## config.mk

```make
export PLATFORM = sky130hd
export DESIGN_NAME = cond_exec_ctrl
export DESIGN_NICKNAME = d
export VERILOG_FILES = /design/src/rtl/cond_exec_ctrl.sv
export SDC_FILE = /design/constraint.sdc
export NUM_CORES = 1
export LEC_CHECK = 0
export BUFFER_PORTS_ARGS = -buffer_cell sky130_fd_sc_hd__buf_4
export CAP_MARGIN = 0
export CORE_AREA = 2 2 51 53
export DETAILED_ROUTE_END_ITERATION = 6
export DIE_AREA = 0 0 53 55
export PLACE_DENSITY = 0.48
export SETUP_SLACK_MARGIN = 0.4
export SLEW_MARGIN = 10
export SYNTH_ARGS = -nofsm -noshare
export SYNTH_HDL_FRONTEND = slang
export SYNTH_SLANG_ARGS = --single-unit
```

## constraint.sdc

```tcl
create_clock -name clk -period 6.2 [get_ports clk]
set_clock_uncertainty 0.15 [all_clocks]
set_input_delay 0.62 -clock clk [delete_from_list [all_inputs] [get_ports clk]]
set_output_delay 0.62 -clock clk [all_outputs]
set_load 0.005 [all_outputs]
```

## src/rtl/cond_exec_ctrl.sv

```systemverilog
// ---------------------------------------------------------------------------
// cond_exec_ctrl
//   Execute-stage conditional-execution controller. Owns the architectural
//   NZCV register and evaluates the E-stage condition field against it. It
//   gates the RegWrite/MemWrite/PCSrc side effects of the E-stage
//   instruction, and it sequences the post-branch squash window that drives
//   the hazard unit's F/D flush.
//
//   Optional feature: define COND_EXEC_STATS_EN to add the ExecCnt/SkipCnt
//   saturating statistics outputs.
//
// Ports
//   clk, reset    clock; synchronous active-high reset
//   StallE        E stage held, no state advances
//   FlushE        external squash of the current E instruction
//   ValidE        E stage holds a real instruction
//   CondE[3:0]    ARM condition field
//   FlagWriteE    [1] update N,Z ; [0] update C,V
//   ALUFlags      {N,Z,C,V} produced by the ALU this cycle
//   RegWriteE, MemWriteE, PCSrcE   requested side effects
//   Flags         current NZCV register
//   CondExE       condition passed and instruction live
//   RegWriteGE, MemWriteGE, PCSrcGE   gated side effects (combinational)
//   BranchFlush   squash F/D stages
//   ExecCnt, SkipCnt (COND_EXEC_STATS_EN only) executed / skipped counters
// ---------------------------------------------------------------------------
module cond_exec_ctrl #(
    parameter int unsigned FLUSH_CYCLES = 2
) (
    input  logic        clk,
    input  logic        reset,
    input  logic        StallE,
    input  logic        FlushE,
    input  logic        ValidE,
    input  logic [3:0]  CondE,
    input  logic [1:0]  FlagWriteE,
    input  logic [3:0]  ALUFlags,
    input  logic        RegWriteE,
    input  logic        MemWriteE,
    input  logic        PCSrcE,
    output logic [3:0]  Flags,
    output logic        CondExE,
    output logic        RegWriteGE,
    output logic        MemWriteGE,
    output logic        PCSrcGE,
`ifdef COND_EXEC_STATS_EN
    output logic [15:0] ExecCnt,
    output logic [15:0] SkipCnt,
`endif
    output logic        BranchFlush
);

    localparam int unsigned CNT_W  = 3;
    localparam int unsigned FLAG_W = 4;

    typedef enum logic [0:0] {
        ST_RUN   = 1'b0,
        ST_FLUSH = 1'b1
    } state_e;

    state_e              state_q, state_d;
    logic [CNT_W-1:0]    cnt_q, cnt_d;
    logic [FLAG_W-1:0]   flags_q, flags_d;

    logic flag_n, flag_z, flag_c, flag_v;
    logic cond_pass;
    logic live;
    logic cond_ex;
    logic pcsrc_g;

    assign flag_n = flags_q[3];
    assign flag_z = flags_q[2];
    assign flag_c = flags_q[1];
    assign flag_v = flags_q[0];

    // Condition decode on the registered flags only; 1111 decodes to fail.
    always_comb begin
        cond_pass = 1'b0;
        unique case (CondE)
            4'b0000: cond_pass = flag_z;
            4'b0001: cond_pass = ~flag_z;
            4'b0010: cond_pass = flag_c;
            4'b0011: cond_pass = ~flag_c;
            4'b0100: cond_pass = flag_n;
            4'b0101: cond_pass = ~flag_n;
            4'b0110: cond_pass = flag_v;
            4'b0111: cond_pass = ~flag_v;
            4'b1000: cond_pass = flag_c & ~flag_z;
            4'b1001: cond_pass = ~(flag_c & ~flag_z);
            4'b1010: cond_pass = (flag_n == flag_v);
            4'b1011: cond_pass = (flag_n != flag_v);
            4'b1100: cond_pass = ~flag_z & (flag_n == flag_v);
            4'b1101: cond_pass = ~(~flag_z & (flag_n == flag_v));
            4'b1110: cond_pass = 1'b1;
            default: cond_pass = 1'b0;
        endcase
    end

    // An instruction is dead while reset is high, when squashed, or in FLUSH.
    assign live    = ValidE & ~FlushE & (state_q == ST_RUN) & ~reset;
    assign cond_ex = live & cond_pass;
    assign pcsrc_g = PCSrcE & cond_ex;

    assign CondExE     = cond_ex;
    assign RegWriteGE  = RegWriteE & cond_ex;
    assign MemWriteGE  = MemWriteE & cond_ex;
    assign PCSrcGE     = pcsrc_g;
    assign BranchFlush = ~reset & (pcsrc_g | (state_q == ST_FLUSH));
    assign Flags       = reset ? FLAG_W'(0) : flags_q;

    // Next-state: flag merge and squash-window sequencing.
    always_comb begin
        state_d = state_q;
        cnt_d   = cnt_q;
        flags_d = flags_q;

        if (cond_ex && !StallE) begin
            if (FlagWriteE[1]) flags_d[3:2] = ALUFlags[3:2];
            if (FlagWriteE[0]) flags_d[1:0] = ALUFlags[1:0];
        end

        if (!StallE) begin
            unique case (state_q)
                ST_RUN: begin
                    if (pcsrc_g) begin
                        state_d = ST_FLUSH;
                        cnt_d   = CNT_W'(FLUSH_CYCLES - 1);
                    end
                end
                ST_FLUSH: begin
                    if (cnt_q == '0) state_d = ST_RUN;
                    else             cnt_d   = cnt_q - CNT_W'(1);
                end
                default: state_d = ST_RUN;
            endcase
        end
    end

    // State register.
    always_ff @(posedge clk) begin
        if (reset) begin
            state_q <= ST_RUN;
            cnt_q   <= '0;
            flags_q <= '0;
        end else begin
            state_q <= state_d;
            cnt_q   <= cnt_d;
            flags_q <= flags_d;
        end
    end

`ifdef COND_EXEC_STATS_EN
    localparam int unsigned STAT_W = 16;

    logic [STAT_W-1:0] exec_cnt_q, exec_cnt_d;
    logic [STAT_W-1:0] skip_cnt_q, skip_cnt_d;

    // Saturating counters, advanced on unstalled edges only.
    always_comb begin
        exec_cnt_d = exec_cnt_q;
        skip_cnt_d = skip_cnt_q;
        if (!StallE) begin
            if (cond_ex && (exec_cnt_q != '1))
                exec_cnt_d = exec_cnt_q + STAT_W'(1);
            if (ValidE && !cond_ex && (skip_cnt_q != '1))
                skip_cnt_d = skip_cnt_q + STAT_W'(1);
        end
    end

    always_ff @(posedge clk) begin
        if (reset) begin
            exec_cnt_q <= '0;
            skip_cnt_q <= '0;
        end else begin
            exec_cnt_q <= exec_cnt_d;
            skip_cnt_q <= skip_cnt_d;
        end
    end

    assign ExecCnt = reset ? STAT_W'(0) : exec_cnt_q;
    assign SkipCnt = reset ? STAT_W'(0) : skip_cnt_q;
`endif

endmodule

```

==> qor.csv <==
stage,metric,value,unit
clocking,cts_tree,built,
routing,vias,681,
global_routing,grtUsageTotal,12.7,%
critical_path,crit_slowest_cell,a2111o_1,
power,pwr_density_cell,132,nW/um2
clocking,htreeDepth,1,
yosys,synth_area,673,um2
yosys,syn_inst,85,
routing,routed_wl,1620,um
die,fp.dieH,55,um
yosys,netlist_top_cells_count,"nor2b_1 (9), dfxtp_1 (8), inv_1 (6)",
routing,initialDrtViolationCount,5,
timing,max_freq,0.332,GHz
yosys,ys_seq_area_share,23.8,%
clocking,clkTransAtPathRegs,0.05,ns
critical_path,worst_setup_path_end_kind,output port,
routing,vias_per_cell,4.90,
routing,drcViolationCount,0,
timing,final_max_slew_viol_count,0,
clocking,numCtsBuffers,3,
cells_and_area,layout-drive-gt1-share,32.1,%
critical_path,arrival,2.24,ns
clocking,cts_hold_buf,0,
routing,drtPass1Iterations,3,
routing,routedWlPerCell,11.6,um
yosys,ys_top_cells_by_area,"dfxtp_1 (24%), nor2b_1 (8.4%), mux2_2 (6.7%)",
routing,ant_nets,0,
clocking,root_buffer,clkbuf_4,
yosys,yosysMostFrequentCell,nor2b_1,
yosys,syn-num-nets,105,
yosys,ys_seq_elements,8,
global_routing,grt_pass1_vias,610,
clocking,cts_num_sinks,8,
global_routing,grt_max_degree,14,
timing,period_share,48.5,%
power,p_leak,0.000413,uW
yosys,synth_cell_type_count,37,
critical_path,crit_buf_inv,2,
clocking,cts_resized,0,
yosys,yosys_warnings,0,
cells_and_area,antenna_cells,0,
critical_path,worstPathCellList,buf_4 > or3_1 > a2111o_1 > nand4_1 > and2b_1 > a22o_1 > buf_4,
die,dieArea,2920,um2
clocking,cts_setup_buffers,0,
yosys,synth_edf_count,0,
die,start_util,28.5,%
critical_path,crit_required,5.43,ns
die,rows,18,
global_routing,grt_pass1_wl,2600,um
cells_and_area,area_growth,34.2,%
timing,worst_slew_pin_slew,0.274,ns
power,p_total,119,uW
timing,hold_violations,0,
yosys,synth_top_flop_cell,dfxtp_1,
timing,finalSetupViolCount,0,
yosys,yosysTopAreaCell,dfxtp_1,
critical_path,cpPeakStageDelay,0.41,ns
timing,finalCriticalPeriod,3.01,ns
critical_path,path_delay_family,simple AND/OR/NAND/NOR gates,
place,place.gp.congestion,0.741,
place,hpwl,1280,um
critical_path,critPathKind,input pin to output port,
critical_path,cp_max_fo,10,
global_routing,grt_overflow_total,0,
yosys,async_flop_share,0,%
clocking,cts_buffer_depth,2,
clocking,clk-insertion-delay-late,0.25,ns
timing,tns,0,ns
global_routing,antenna_found_initial,0,
critical_path,critPathLaunchType,input pin,
worst_hold_path,hold_class,register to register,
yosys,syn-mean-instance-area,7.92,um2
die,ios,27,
place,port_buffers,26,
timing,maxSlewHeadroom,81.7,%
die,die_w,53,um
cells_and_area,finish.net_count,131,
critical_path,crit_top_cell,buf_4,
power,irDropWorstVdd,0.123,mV
timing,rsz0062_at_grt,no,
run,max_cap_viol_count,0,
run_status,outcome,"finished, final reports clean",
die,core,2360,um2
yosys,synth_top_area_share,23.8,%
## layer usage
metal | up-vias | routed length (um) | GRT usage, %
met5 | - | 0 | 0
met3 | 2 | 81 | 5.11
met4 | 0 | 12 | 6.84
met2 | 14 | 717 | 20.6
met1 | 313 | 807 | 14.3
li1 | 352 | - | -
## cells by family (layout without fill, tap and decap cells)
| logic type | Yosys count | after routing | share of synthesized area, % |
|---|---|---|---|
| buffers and inverters | 11 | 35 | 7.06 |
| AO/OA/AOI/OAI | 15 | 15 | 15.8 |
| multiplexers | 6 | 6 | 9.67 |
| adder cells (fa/ha/maj) | 2 | 2 | 3.72 |
| AND/OR/NAND/NOR | 39 | 39 | 34.8 |
| flip-flops | 8 | 8 | 23.8 |
| XOR/XNOR | 4 | 4 | 5.21 |
## final timing paths
| check | start | end | slack (ns) | cells after the start |
|---|---|---|---|---|
| max | CondE[0] | BranchFlush | 3.19 | 7 |
| min | cnt_q[2]$_SDFFE_PP0P_ | cnt_q[2]$_SDFFE_PP0P_ | 0.35 | 2 |
| max reg2reg | flags_q[0]$_SDFFE_PP0P_ | flags_q[0]$_SDFFE_PP0P_ | 4.01 | 6 |
| min reg2reg | cnt_q[2]$_SDFFE_PP0P_ | cnt_q[2]$_SDFFE_PP0P_ | 0.35 | 2 |
## worst reg2reg max path, delay by kind of cell (launching register included)
kind / cells / cell delay, ns
AOI/OAI and AO/OA: 1 / 0.41
xor gates and xnor gates: 1 / 0.19
DFF: 1 / 0.34
muxes: 1 / 0.33
and+or+nand+nor: 3 / 0.66
## placed cells by master (no fill, tap or decap), types with 2 or more instances in the layout
| cell type | instances |
|---|---|
| a21oi_1 | 3 |
| a22o_1 | 2 |
| and2_1 | 3 |
| and3_1 | 2 |
| and3_2 | 2 |
| buf_4 | 26 |
| clkbuf_4 | 3 |
| dfxtp_1 | 8 |
| ha_1 | 2 |
| inv_1 | 6 |
| mux2_2 | 4 |
| mux2i_1 | 2 |
| nand2_1 | 5 |
| nand4_1 | 3 |
| nor2_1 | 5 |
| nor2b_1 | 9 |
| o21ai_0 | 3 |
| o22ai_1 | 2 |
| xnor2_1 | 3 |
## sequential cells by signal, summed over array words and instances (netlist names)
| signal | flops |
|---|---|
| flags_q | 4 |
| state_q | 1 |
| cnt_q | 3 |
## final cells by class
| class | count | area (um2) |
|---|---|---|
| tap | 30 | 37.5 |
| sequential | 8 | 160 |
| multi-input combinational | 66 | 465 |
| fill | 259 | 1460 |
| timing repair buffer | 26 | 195 |
| inverter | 6 | 22.5 |
| clock buffer | 3 | 22.5 |
## power by group
part,switching [uW],internal (uW),leakage (uW)
logic,11.7,13.9,0.000334
clock network,18.3,22.2,0.0000138
registers,0.639,52.1,0.0000645
total,30.7,88.2,0.000413
## per-stage QoR
stage	utilization (%)	instances	cell area [um2]	hold WS, ns	setup slack [ns]
after detailed placement	37.2	136	881	0.339	3.21
after floorplan	-	85	673	0.311	3.43
final	38.2	139	903	0.347	3.19
after global routing	38.2	139	903	0.365	3.04
after CTS	38.2	139	903	0.346	3.19
after global placement	37.2	136	881	0.339	3.23
No activity file was read; power rests on OpenSTA's default activity.
